--- config.mk ---
export PLATFORM = sky130hd
export DESIGN_NAME = instr_fetch_stage
export DESIGN_NICKNAME = d
export VERILOG_FILES = /design/src/rtl/pipe_pkg.sv /design/src/rtl/ifid_reg.sv /design/src/rtl/instr_fetch_stage.sv
export SDC_FILE = /design/constraint.sdc
export NUM_CORES = 1
export LEC_CHECK = 0
export CAP_MARGIN = 20
export CORE_MARGIN = 10
export CORE_UTILIZATION = 49
export DETAILED_ROUTE_END_ITERATION = 6
export PLACE_DENSITY = 0.94
export SYNTH_ARGS = -nofsm -noshare
export SYNTH_HDL_FRONTEND = slang
export SYNTH_SLANG_ARGS = --single-unit
--- constraint.sdc ---
create_clock -name clk -period 3.42 [get_ports clk]
set_input_delay 0.342 -clock clk [delete_from_list [all_inputs] [get_ports clk]]
set_output_delay 0.342 -clock clk [all_outputs]
set_load 0.005 [all_outputs]
--- src/rtl/pipe_pkg.sv ---
// Shared pipeline types and constants for the 5-stage MIPS core.
// The IF/ID bundle defined here is also consumed by the ID stage.
package pipe_pkg;

    localparam int unsigned WORD_W = 32;

    localparam logic [WORD_W-1:0] NOP_INSTR = 32'h0000_0000;

    typedef struct packed {
        logic [WORD_W-1:0] instr;
        logic [WORD_W-1:0] pc4;
        logic              valid;
        logic              misalign;
    } if_id_t;

    localparam if_id_t IFID_BUBBLE = '{
        instr:    NOP_INSTR,
        pc4:      '0,
        valid:    1'b0,
        misalign: 1'b0
    };

endpackage

--- src/rtl/ifid_reg.sv ---
// Generic pipeline register: reset > bubble > hold > load.
// Reused for IF/ID and later inter-stage registers.
module ifid_reg
    import pipe_pkg::*;
#(
    parameter type T      = if_id_t,
    parameter T    BUBBLE = IFID_BUBBLE
) (
    input  logic clk,
    input  logic rst_n,
    input  logic bubble_i,
    input  logic hold_i,
    input  T     d_i,
    output T     q_o
);

    T q_q;
    T q_d;

    always_comb begin
        q_d = q_q;
        if (bubble_i) begin
            q_d = BUBBLE;
        end else if (!hold_i) begin
            q_d = d_i;
        end
    end

    always_ff @(posedge clk) begin
        if (!rst_n) begin
            q_q <= BUBBLE;
        end else begin
            q_q <= q_d;
        end
    end

    assign q_o = q_q;

endmodule

--- src/rtl/instr_fetch_stage.sv ---
// IF stage: owns the PC, drives the instruction port and fills IF/ID.
// Redirects squash the wrong-path fetch; there is no delay slot.
module instr_fetch_stage
    import pipe_pkg::*;
#(
    parameter logic [WORD_W-1:0] RESET_PC = 32'h0000_0000,
    parameter logic [WORD_W-1:0] PC_STEP  = 32'd4
) (
    input  logic              clk,
    input  logic              rst_n,
    input  logic              Stall,
    input  logic              Flush,
    input  logic              Redirect_en,
    input  logic [WORD_W-1:0] Redirect_Addr,
    output logic [WORD_W-1:0] Instr_Addr,
    input  logic [WORD_W-1:0] Inst,
    output logic [WORD_W-1:0] IFID_Instr,
    output logic [WORD_W-1:0] IFID_PC4,
    output logic              IFID_Valid,
    output logic              IFID_Misalign,
    output logic [WORD_W-1:0] Fetch_Count
);

    logic [WORD_W-1:0] pc_q;
    logic [WORD_W-1:0] pc_d;
    logic              mis_q;
    logic              mis_d;
    logic [WORD_W-1:0] cnt_q;
    logic [WORD_W-1:0] cnt_d;

    logic   bubble;
    logic   load;
    if_id_t ifid_d;
    if_id_t ifid_q;

    assign bubble = Flush | Redirect_en;
    assign load   = ~bubble & ~Stall;

    // Redirect outranks Stall so a resolved branch is never lost.
    always_comb begin
        pc_d  = pc_q;
        mis_d = mis_q;
        if (Redirect_en) begin
            pc_d  = {Redirect_Addr[WORD_W-1:2], 2'b00};
            mis_d = |Redirect_Addr[1:0];
        end else if (!Stall) begin
            pc_d  = pc_q + PC_STEP;
            mis_d = 1'b0;
        end
    end

    always_comb begin
        cnt_d = cnt_q;
        if (load) begin
            cnt_d = cnt_q + 32'd1;
        end
    end

    always_ff @(posedge clk) begin
        if (!rst_n) begin
            pc_q  <= RESET_PC;
            mis_q <= 1'b0;
            cnt_q <= '0;
        end else begin
            pc_q  <= pc_d;
            mis_q <= mis_d;
            cnt_q <= cnt_d;
        end
    end

    always_comb begin
        ifid_d          = IFID_BUBBLE;
        ifid_d.instr    = Inst;
        ifid_d.pc4      = pc_q + 32'd4;
        ifid_d.valid    = 1'b1;
        ifid_d.misalign = mis_q;
    end

    ifid_reg #(
        .T      (if_id_t),
        .BUBBLE (IFID_BUBBLE)
    ) u_ifid (
        .clk      (clk),
        .rst_n    (rst_n),
        .bubble_i (bubble),
        .hold_i   (Stall),
        .d_i      (ifid_d),
        .q_o      (ifid_q)
    );

    assign Instr_Addr    = pc_q;
    assign IFID_Instr    = ifid_q.instr;
    assign IFID_PC4      = ifid_q.pc4;
    assign IFID_Valid    = ifid_q.valid;
    assign IFID_Misalign = ifid_q.misalign;
    assign Fetch_Count   = cnt_q;

endmodule

==> results of run 1 <==
[through the flow]
stage	setup WS (ps)	hold slack [ps]	util	power, mW	area (µm²)
2_1_floorplan	1120	457	-	1.75	5850
3_3_place_gp	747	448	0.675	1.95	7770
3_5_place_dp	684	462	0.675	1.96	7770
4_1_cts	764	285	0.732	3.95	8420
5_1_grt	601	323	0.732	4.06	8420
6_report	740	302	0.732	3.92	8420
[layer usage]
metal  track usage  routed length (µm)  vias up
met5             0                   0        -
met4         0.109                 714        0
met3         0.108                2050       54
met2         0.366                9030      269
met1         0.265                7770     2789
li1              -                   -     2855
[registers in the layout (all words and copies together), names as in the netlist]
name / count
u_ifid.q_o: 64
Fetch_Count: 32
Instr_Addr: 30
mis_q: 1
[cells in the final DEF, fill, tap and decap left out, types with 10 or more instances in the layout]
cell / instances
clkdlybuf4s50_1: 193
nor2_1: 58
nor3_1: 10
dfxtp_1: 127
o21ai_0: 62
xnor2_1: 24
a21oi_1: 43
nand3_1: 20
or3_1: 23
clkbuf_16: 17
nor4_1: 14
nand2_1: 36
nand4_1: 16
or4_1: 35
inv_1: 10
mux2i_1: 40
a31oi_1: 24
o31ai_1: 29
[worst paths after layout]
path / start / endpoint / cells after the start / slack (ps)
max: Instr_Addr[2] / Instr_Addr[22] / 5 / 740
min: Stall / u_ifid.q_o[22] / 3 / 300
max reg2reg: Instr_Addr[2] / Instr_Addr[22] / 5 / 740
min reg2reg: u_ifid.q_o[6] / u_ifid.q_o[6] / 2 / 470
[power groups by stage]
stage / logic, mW / clock network, mW / registers, mW
3_5_place_dp: 0.348 / 0 / 1.61
5_1_grt: 0.380 / 2.09 / 1.59
6_report: 0.350 / 1.99 / 1.58
2_1_floorplan: 0.155 / 0 / 1.59
4_1_cts: 0.352 / 2.02 / 1.58
3_3_place_gp: 0.342 / 0 / 1.61
[layout make-up]
type	count	area [µm²]	area share
Multi-Input combinational cell	488	3010	0.357
Sequential cell	127	2540	0.302
Timing Repair Buffer	201	1990	0.236
Clock buffer	20	467	0.0554
Clock inverter	11	186	0.0221
Tap cell	143	179	0.0212
Inverter	13	48.8	0.00579
[synthesized netlist by cell type]
| library cell | count | area share |
|---|---|---|
| a211oi_1 | 5 | 0.0064 |
| a21oi_1 | 43 | 0.037 |
| a311oi_1 | 5 | 0.0075 |
| a31oi_1 | 24 | 0.026 |
| and2_1 | 1 | 0.0011 |
| and3_1 | 7 | 0.0075 |
| and4_1 | 6 | 0.0090 |
| buf_1 | 6 | 0.0039 |
| buf_2 | 3 | 0.0026 |
| buf_4 | 4 | 0.0051 |
| buf_6 | 2 | 0.0039 |
| clkbuf_1 | 42 | 0.027 |
| clkinv_1 | 1 | 0.00064 |
| conb_1 | 1 | 0.00064 |
| dfxtp_1 | 127 | 0.44 |
| ha_1 | 2 | 0.0043 |
| inv_1 | 10 | 0.0064 |
| inv_2 | 2 | 0.0013 |
| mux2i_1 | 40 | 0.069 |
| nand2_1 | 36 | 0.023 |
| nand2b_1 | 4 | 0.0043 |
| nand3_1 | 20 | 0.017 |
| nand4_1 | 16 | 0.017 |
| nand4b_1 | 1 | 0.0015 |
| nor2_1 | 58 | 0.037 |
| nor3_1 | 11 | 0.0094 |
| nor4_1 | 14 | 0.015 |
| o211a_1 | 1 | 0.0017 |
| o21a_1 | 1 | 0.0013 |
| o21ai_0 | 62 | 0.053 |
| o21ai_1 | 4 | 0.0034 |
| o311ai_1 | 1 | 0.0015 |
| o31a_1 | 1 | 0.0015 |
| o31ai_1 | 29 | 0.037 |
| o41ai_1 | 1 | 0.0015 |
| or2_1 | 1 | 0.0011 |
| or3_1 | 23 | 0.025 |
| or4_1 | 35 | 0.045 |
| or4_4 | 1 | 0.0019 |
| xnor2_1 | 24 | 0.036 |
| xor2_1 | 7 | 0.011 |
[kinds of logic after synthesis]
kind of cell	synth area share
compound gates	0.178
xor+xnor	0.0465
fa+ha+maj	0.00429
buf+inv	0.0508
flops	0.436
mux	0.0686
other cells	0.000643
simple gates	0.215
[critical path: stages (launching register included)]
cell,delay (ps)
dfxtp_1,420
ha_1,320
nand3_1,260
or4_1,810
or4_1,590
a31oi_1,190
==> run metrics, run 1 <==
worst IR drop on VDD=0.000308 V; post-synthesis sequential area ratio=0.436; WP data arrival=3020 ps; Worst Path Max Fanout=13; Max clock buf depth=2; clock share of power=0.508; num rows=39; power per cell area=~470 nW/µm²; CTS sink cnt=127; DRC violations left=0; port bufs=slightly below 200; gp weighted congestion=0.904; Synth cell types=41; Sw Ratio=0.220; CTS H-tree lvls=4; first-pass GRT wire length=slightly above 30000 µm; clock insertion delay at the later pin of the skew report=around 420 ps; wire length per cell=a little under 20 µm; critical path class=flop to flop; Tot GR Track Use=0.233; number of max-cap violations=0; Fmax=0.373 GHz; Yosys reg bits=127; fin crit period=2680 ps; area delta synth->final=44.4%; first drt pass iteration count=7; Final HPWL DP=around 14000 µm; num ports=199; Comb pwr share=0.089; Placed Instances=between 900 and 1k; # setup viols final=0; final-report max-slew violation count=0; status=finished, final reports clean; setup TNS=0 ps; Antenna Diode Count=0; post-cts resize count=0; Ys Warns=0; largest net degree at the start of global routing=55; die height=129 µm; fillers=859; DR iter-0 viols=632; Nets=between 900 and 1k; Core ar.=11500 µm²; final wirelength=19600 µm; Die ar.=16700 µm²; Worst setup SP type=flop; layout cells sized above 1=0.0500; fin cells=1003; Via density=5.95; fin crit share=0.784; clk_skew=7.23 ps; DRT antenna net count=0; routed via count=5967; sequential fraction of design power=0.403; Die X=129 µm; Rel. slew slack=0.433; internal power=3.06 mW; Pleak=2.83 nW; initial antenna violation count=0; Clk pin slew, worst setup/hold paths=60 ps; unrepaired setup endpoints after global routing=false; Hold Crit Class=primary input to flop; Post-CTS Setup Bufs=0; worst-margin pin slew=843 ps; starting density of the core=0.507; Syn Inst Count=682; Hold Violations, Final=0; total gr overflow=0; Worst Path Required=3760 ps; Root Driver=clkbuf_16; Avg Cell Area, Syn=8.55 µm²; CP endpoint kind=flop; CTS buffer count=17; hold_buf cts=0; vias in the first global route=5799; synthesized cell area=5830 µm²; CTS tree=built; Switch Pwr=862 µW
(Power assumes the default switching activity.)
==> run 2, diff against run 1 <==
--- a/config.mk
+++ b/config.mk
@@ -7,9 +7,9 @@
 export LEC_CHECK = 0
 export CAP_MARGIN = 20
 export CORE_MARGIN = 10
-export CORE_UTILIZATION = 49
+export CORE_UTILIZATION = 41
 export DETAILED_ROUTE_END_ITERATION = 6
-export PLACE_DENSITY = 0.94
+export PLACE_DENSITY = 0.85
 export SYNTH_ARGS = -nofsm -noshare
 export SYNTH_HDL_FRONTEND = slang
 export SYNTH_SLANG_ARGS = --single-unit
==> constraint.sdc (replaced) <==
create_clock -name clk -period 2.23 [get_ports clk]
set_input_delay 0.223 -clock clk [delete_from_list [all_inputs] [get_ports clk]]
set_output_delay 0.223 -clock clk [all_outputs]
set_load 0.005 [all_outputs]
==> run 2 against run 1 <==
First-iteration DRC count down 39%. Utilization down 9.7 points. Via count up 0.37%. Clock skew up 0.99 ps. Setup slack worse by 660 ps. Sequential share of layout area down 1.4 points. Critical path type unchanged.
==> run metrics, run 2 (synthesis gave the netlist of run 1 again) <==
final wirelength=19600 µm; CTS buffer count=17; largest net degree at the start of global routing=43; max reg flops=64; Clk pin slew, worst setup/hold paths=50 ps; status=finished, final reports clean; port bufs=194; starting density of the core=0.419; CTS tree=built; area delta synth->final=51.5%; num ports=199; worst-margin pin slew=between 500 and 600 ps; critical path class=flop to flop; CP endpoint kind=flop; final-report max-slew violation count=0; power per cell area=around 660 nW/µm²; Final HPWL DP=14500 µm; Root Driver=clkbuf_16; Die ar.=19400 µm²; Worst Path Required=2570 ps; # setup viols final=0; first drt pass iteration count=5; total power=between 5 and 6 mW; commonest non-fill, non-tap cell in the layout=clkdlybuf4s50_1; routed via count=5989; Core ar.=13900 µm²; fin crit period=2150 ps; worst IR drop on VDD=around 0.00062 V; first-pass GRT wire length=31100 µm; Post-CTS Setup Bufs=0; fin cells=1094; fin crit share=0.964; Hold Crit Class=primary input to flop; Max clock buf depth=2; unrepaired setup endpoints after global routing=false; DR iter-0 viols=about 390; Placed Instances=1063; clk_skew=8.22 ps; Worst setup SP type=flop; total gr overflow=0; WP data arrival=2490 ps; Via density=between 5 and 6; CTS sink cnt=127; DRT antenna net count=0; die height=roughly 140 µm; Pleak=3.07 nW; num rows=43; Fmax=0.465 GHz; gp weighted congestion=0.853; Nets=973; Rel. slew slack=0.622; Tot GR Track Use=0.195; clock insertion delay at the later pin of the skew report=approximately 420 ps; hold_buf cts=0; layout cells sized above 1=0.105; number of max-cap violations=0; Die X=139 µm; Worst Path Max Fanout=17; Hold Violations, Final=0; CTS H-tree lvls=4; initial antenna violation count=1; wire length per cell=17.9 µm; DRC violations left=0; vias in the first global route=5839; most frequent cells in the layout=clkdlybuf4s50_1, dfxtp_1, o21ai_0, buf_4, nor2_1; post-cts resize count=0
[run 2: path summary, 6_finish.rpt]
check | cells after the start | endpoint | from | slack (ps)
setup / recovery | 5 | Instr_Addr[31] | Instr_Addr[12] | 80
hold / removal | 4 | u_ifid.q_o[22] | Stall | 310
setup reg to reg | 5 | Instr_Addr[31] | Instr_Addr[12] | 80
hold reg to reg | 2 | u_ifid.q_o[8] | u_ifid.q_o[8] | 470
[run 2: per-stage QoR]
step	util	worst slack, ps	TNS, ps	area (µm²)	hold WS [ps]
global placement	0.591	-199	-2170	8240	448
CTS	0.634	38.9	0	8830	282
detailed placement	0.591	-232	-2900	8240	455
floorplan	-	46.5	0	5850	364
global route	0.634	3.17	0	8840	322
finish	0.634	80.8	0	8840	308
[run 2: worst max-delay path, stage by stage (launching register included)]
cell and delay [ps]:
dfxtp_1 330, nand4_1 290, or4_1 580, buf_4 210, or4_1 470, a31oi_1 180
[run 2: area by class of cell]
type                    count  area, µm²
inverters                  13       48.8
fillers                  1157       5100
clock inverters             5       77.6
clock buffers              25        515
diodes                      1       2.50
well taps                 180        225
multi-input cells         488       3020
flip-flops and latches    127       2540
repair buffers            255       2410
[run 2: per-layer routing]
metal	vias up	part of all wire	GRT usage
met1	2734	0.42	0.230
met5	-	0	0
li1	2968	-	-
met3	39	0.11	0.0929
met4	0	0.029	0.0884
met2	248	0.45	0.292
[run 2: power by group]
| group | total, mW | switching [mW] | internal (mW) |
|---|---|---|---|
| Clock | 2.78 | 0.974 | 1.81 |
| Sequential | 2.39 | 0.0517 | 2.34 |
| Combinational | 0.629 | 0.279 | 0.351 |
| Total | 5.80 | 1.30 | 4.49 |
==> run 3, diff against run 2 <==
--- a/config.mk
+++ b/config.mk
@@ -5,11 +5,13 @@
 export SDC_FILE = /design/constraint.sdc
 export NUM_CORES = 1
 export LEC_CHECK = 0
+export ABC_AREA = 1
 export CAP_MARGIN = 20
 export CORE_MARGIN = 10
-export CORE_UTILIZATION = 41
+export CORE_UTILIZATION = 42
+export CTS_CLUSTER_SIZE = 8
 export DETAILED_ROUTE_END_ITERATION = 6
-export PLACE_DENSITY = 0.85
+export PLACE_DENSITY = 0.86
 export SYNTH_ARGS = -nofsm -noshare
 export SYNTH_HDL_FRONTEND = slang
 export SYNTH_SLANG_ARGS = --single-unit
==> run 3 against run 2 <==
First-iteration DRC count up 18%. Final area fell by 0.16%. Critical path type unchanged. Largest power group unchanged. Power up 0.29%. Critical path depth is 3 higher. Synthesized cell count up 32%. Count of clock-buffer cells in the layout down 8. Register-to-register slack better by 420 ps. Flip-flop and latch count unchanged. Sequential power about the same.
==> run metrics, run 3 <==
num rows=44; Max clock buf depth=2; Post-CTS Setup Bufs=0; Root Driver=clkbuf_16; routed via count=6552; DRC violations left=0; Rel. slew slack=0.515; R2R Setup Slk=500 ps; final-report max-slew violation count=0; CTS H-tree lvls=4; number of max-cap violations=0; largest net degree at the start of global routing=69; DRT antenna net count=0; Core ar.=~14000 µm²; clk_skew=around 7.3 ps; Avg Cell Area, Syn=6.82 µm²; wire length per cell=16.1 µm; Worst Path Max Fanout=4; Fmax=approximately 0.58 GHz; Nets=1152; # setup viols final=0; DR iter-0 viols=459; Final HPWL DP=around 15000 µm; power per cell area=659 nW/µm²; most frequent cells in the layout=nand2_1, clkdlybuf4s50_1, dfxtp_1, a21oi_1, nor2_1; Die ar.=19800 µm²; CTS tree=built; area delta synth->final=44.2%; fin cells=1279; fin crit share=0.774; initial antenna violation count=1; Pleak=3.25 nW; Tot GR Track Use=0.203; Synth Flop Type=dfxtp_1; leading area contributor after synthesis=dfxtp_1; Placed Instances=approximately 1.2k; vias in the first global route=~6.3k; max reg flops=between 60 and 70; starting density of the core=0.424; first-pass GRT wire length=between 30000 and 40000 µm; total gr overflow=0; most common cell in the synthesized netlist=nand2_1; CP endpoint kind=flop; Syn Inst Count=898; total power=just under 6 mW; Area contributors post-synth=dfxtp_1, nand2_1, a21oi_1; port bufs=194; Ys Warns=0; die height=~140 µm; Post-synth EDFFs=0; Synth cell types=38; clock insertion delay at the later pin of the skew report=420 ps; fin crit period=about 1700 ps; worst-margin pin slew=727 ps; Die X=141 µm; num ports=about 200; WP data arrival=2040 ps; unrepaired setup endpoints after global routing=false; final hold slack=238 ps; CTS buffer count=17; Yosys top cell area share=0.415; Worst setup SP type=flop; Commonest cells post-synth=nand2_1, dfxtp_1, a21oi_1; Worst Path Required=2550 ps; CTS sink cnt=about 130; critical path class=flop to flop; Yosys reg bits=about 130; async set-or-reset flop fraction in the synthesized netlist=0; Via density=5.12; post-cts resize count=0; worst IR drop on VDD=0.000494 V; setup TNS=0 ps; status=finished, final reports clean; Clk pin slew, worst setup/hold paths=60 ps; gp weighted congestion=roughly 0.9; final wirelength=20600 µm; commonest non-fill, non-tap cell in the layout=nand2_1; Hold Crit Class=primary input to flop; layout cells sized above 1=0.0676; first drt pass iteration count=5; fin util=0.612; Hold Violations, Final=0; post-synthesis sequential area ratio=0.415; synthesized cell area=between 6000 and 7000 µm²; hold_buf cts=0
-- run 3: area by class of cell --
type | instances | area [µm²]
Antenna cell | 1 | 2.50
Fill cell | 1306 | 5600
Clock inverter | 15 | 185
Inverter | 84 | 323
Sequential cell | 127 | 2540
Timing Repair Buffer | 202 | 2030
Clock buffer | 17 | 425
Tap cell | 184 | 230
Multi-Input combinational cell | 649 | 3090
-- run 3: stage by stage --
stage	setup WS, ps	cell area [µm²]
after floorplan	769	6130
after global placement	476	8210
after detailed placement	437	8210
after CTS	519	8820
after global routing	285	8820
final	505	8820
-- run 3: worst paths after layout --
| kind | to | cells past startpoint | from |
|---|---|---|---|
| setup / recovery | Fetch_Count[28] | 8 | Fetch_Count[0] |
| hold / removal | Instr_Addr[7] | 3 | Redirect_en |
| setup reg to reg | Fetch_Count[28] | 8 | Fetch_Count[0] |
| hold reg to reg | u_ifid.q_o[39] | 2 | u_ifid.q_o[39] |
-- run 3: critical path, stage by stage (launching register included) --
cell and delay (ps):
dfxtp_1 400, ha_1 210, nand3_1 160, inv_1 110, nand3b_1 80, nor2_1 210, nand4_1 160, o21ai_0 240
nor2_1 60
-- run 3: power breakdown --
part / switching, mW / leakage, nW / internal [mW] / total (mW)
Sequential: 0.0597 / 1.03 / 2.32 / 2.38
Combinational: 0.268 / 1.92 / 0.274 / 0.542
Clock: 1.12 / 0.300 / 1.78 / 2.89
Total: 1.44 / 3.25 / 4.37 / 5.81
-- run 3: kinds of logic after synthesis --
family                     after synthesis  share of synthesized area
DFF                                    127                      0.415
xor gates and xnor gates                10                     0.0155
and+or+nand+nor                        470                      0.343
adders and majority gates                2                    0.00409
AOI/OAI and AO/OA                      163                      0.139
buffers and inverters                  125                     0.0826
other                                    1                   0.000613
-- run 3: layer usage --
layer	vias up	track usage	share of wire
met5	-	0	0
met4	0	0.0810	0.026
met3	36	0.0756	0.095
met2	242	0.337	0.49
met1	3002	0.230	0.39
li1	3272	-	-
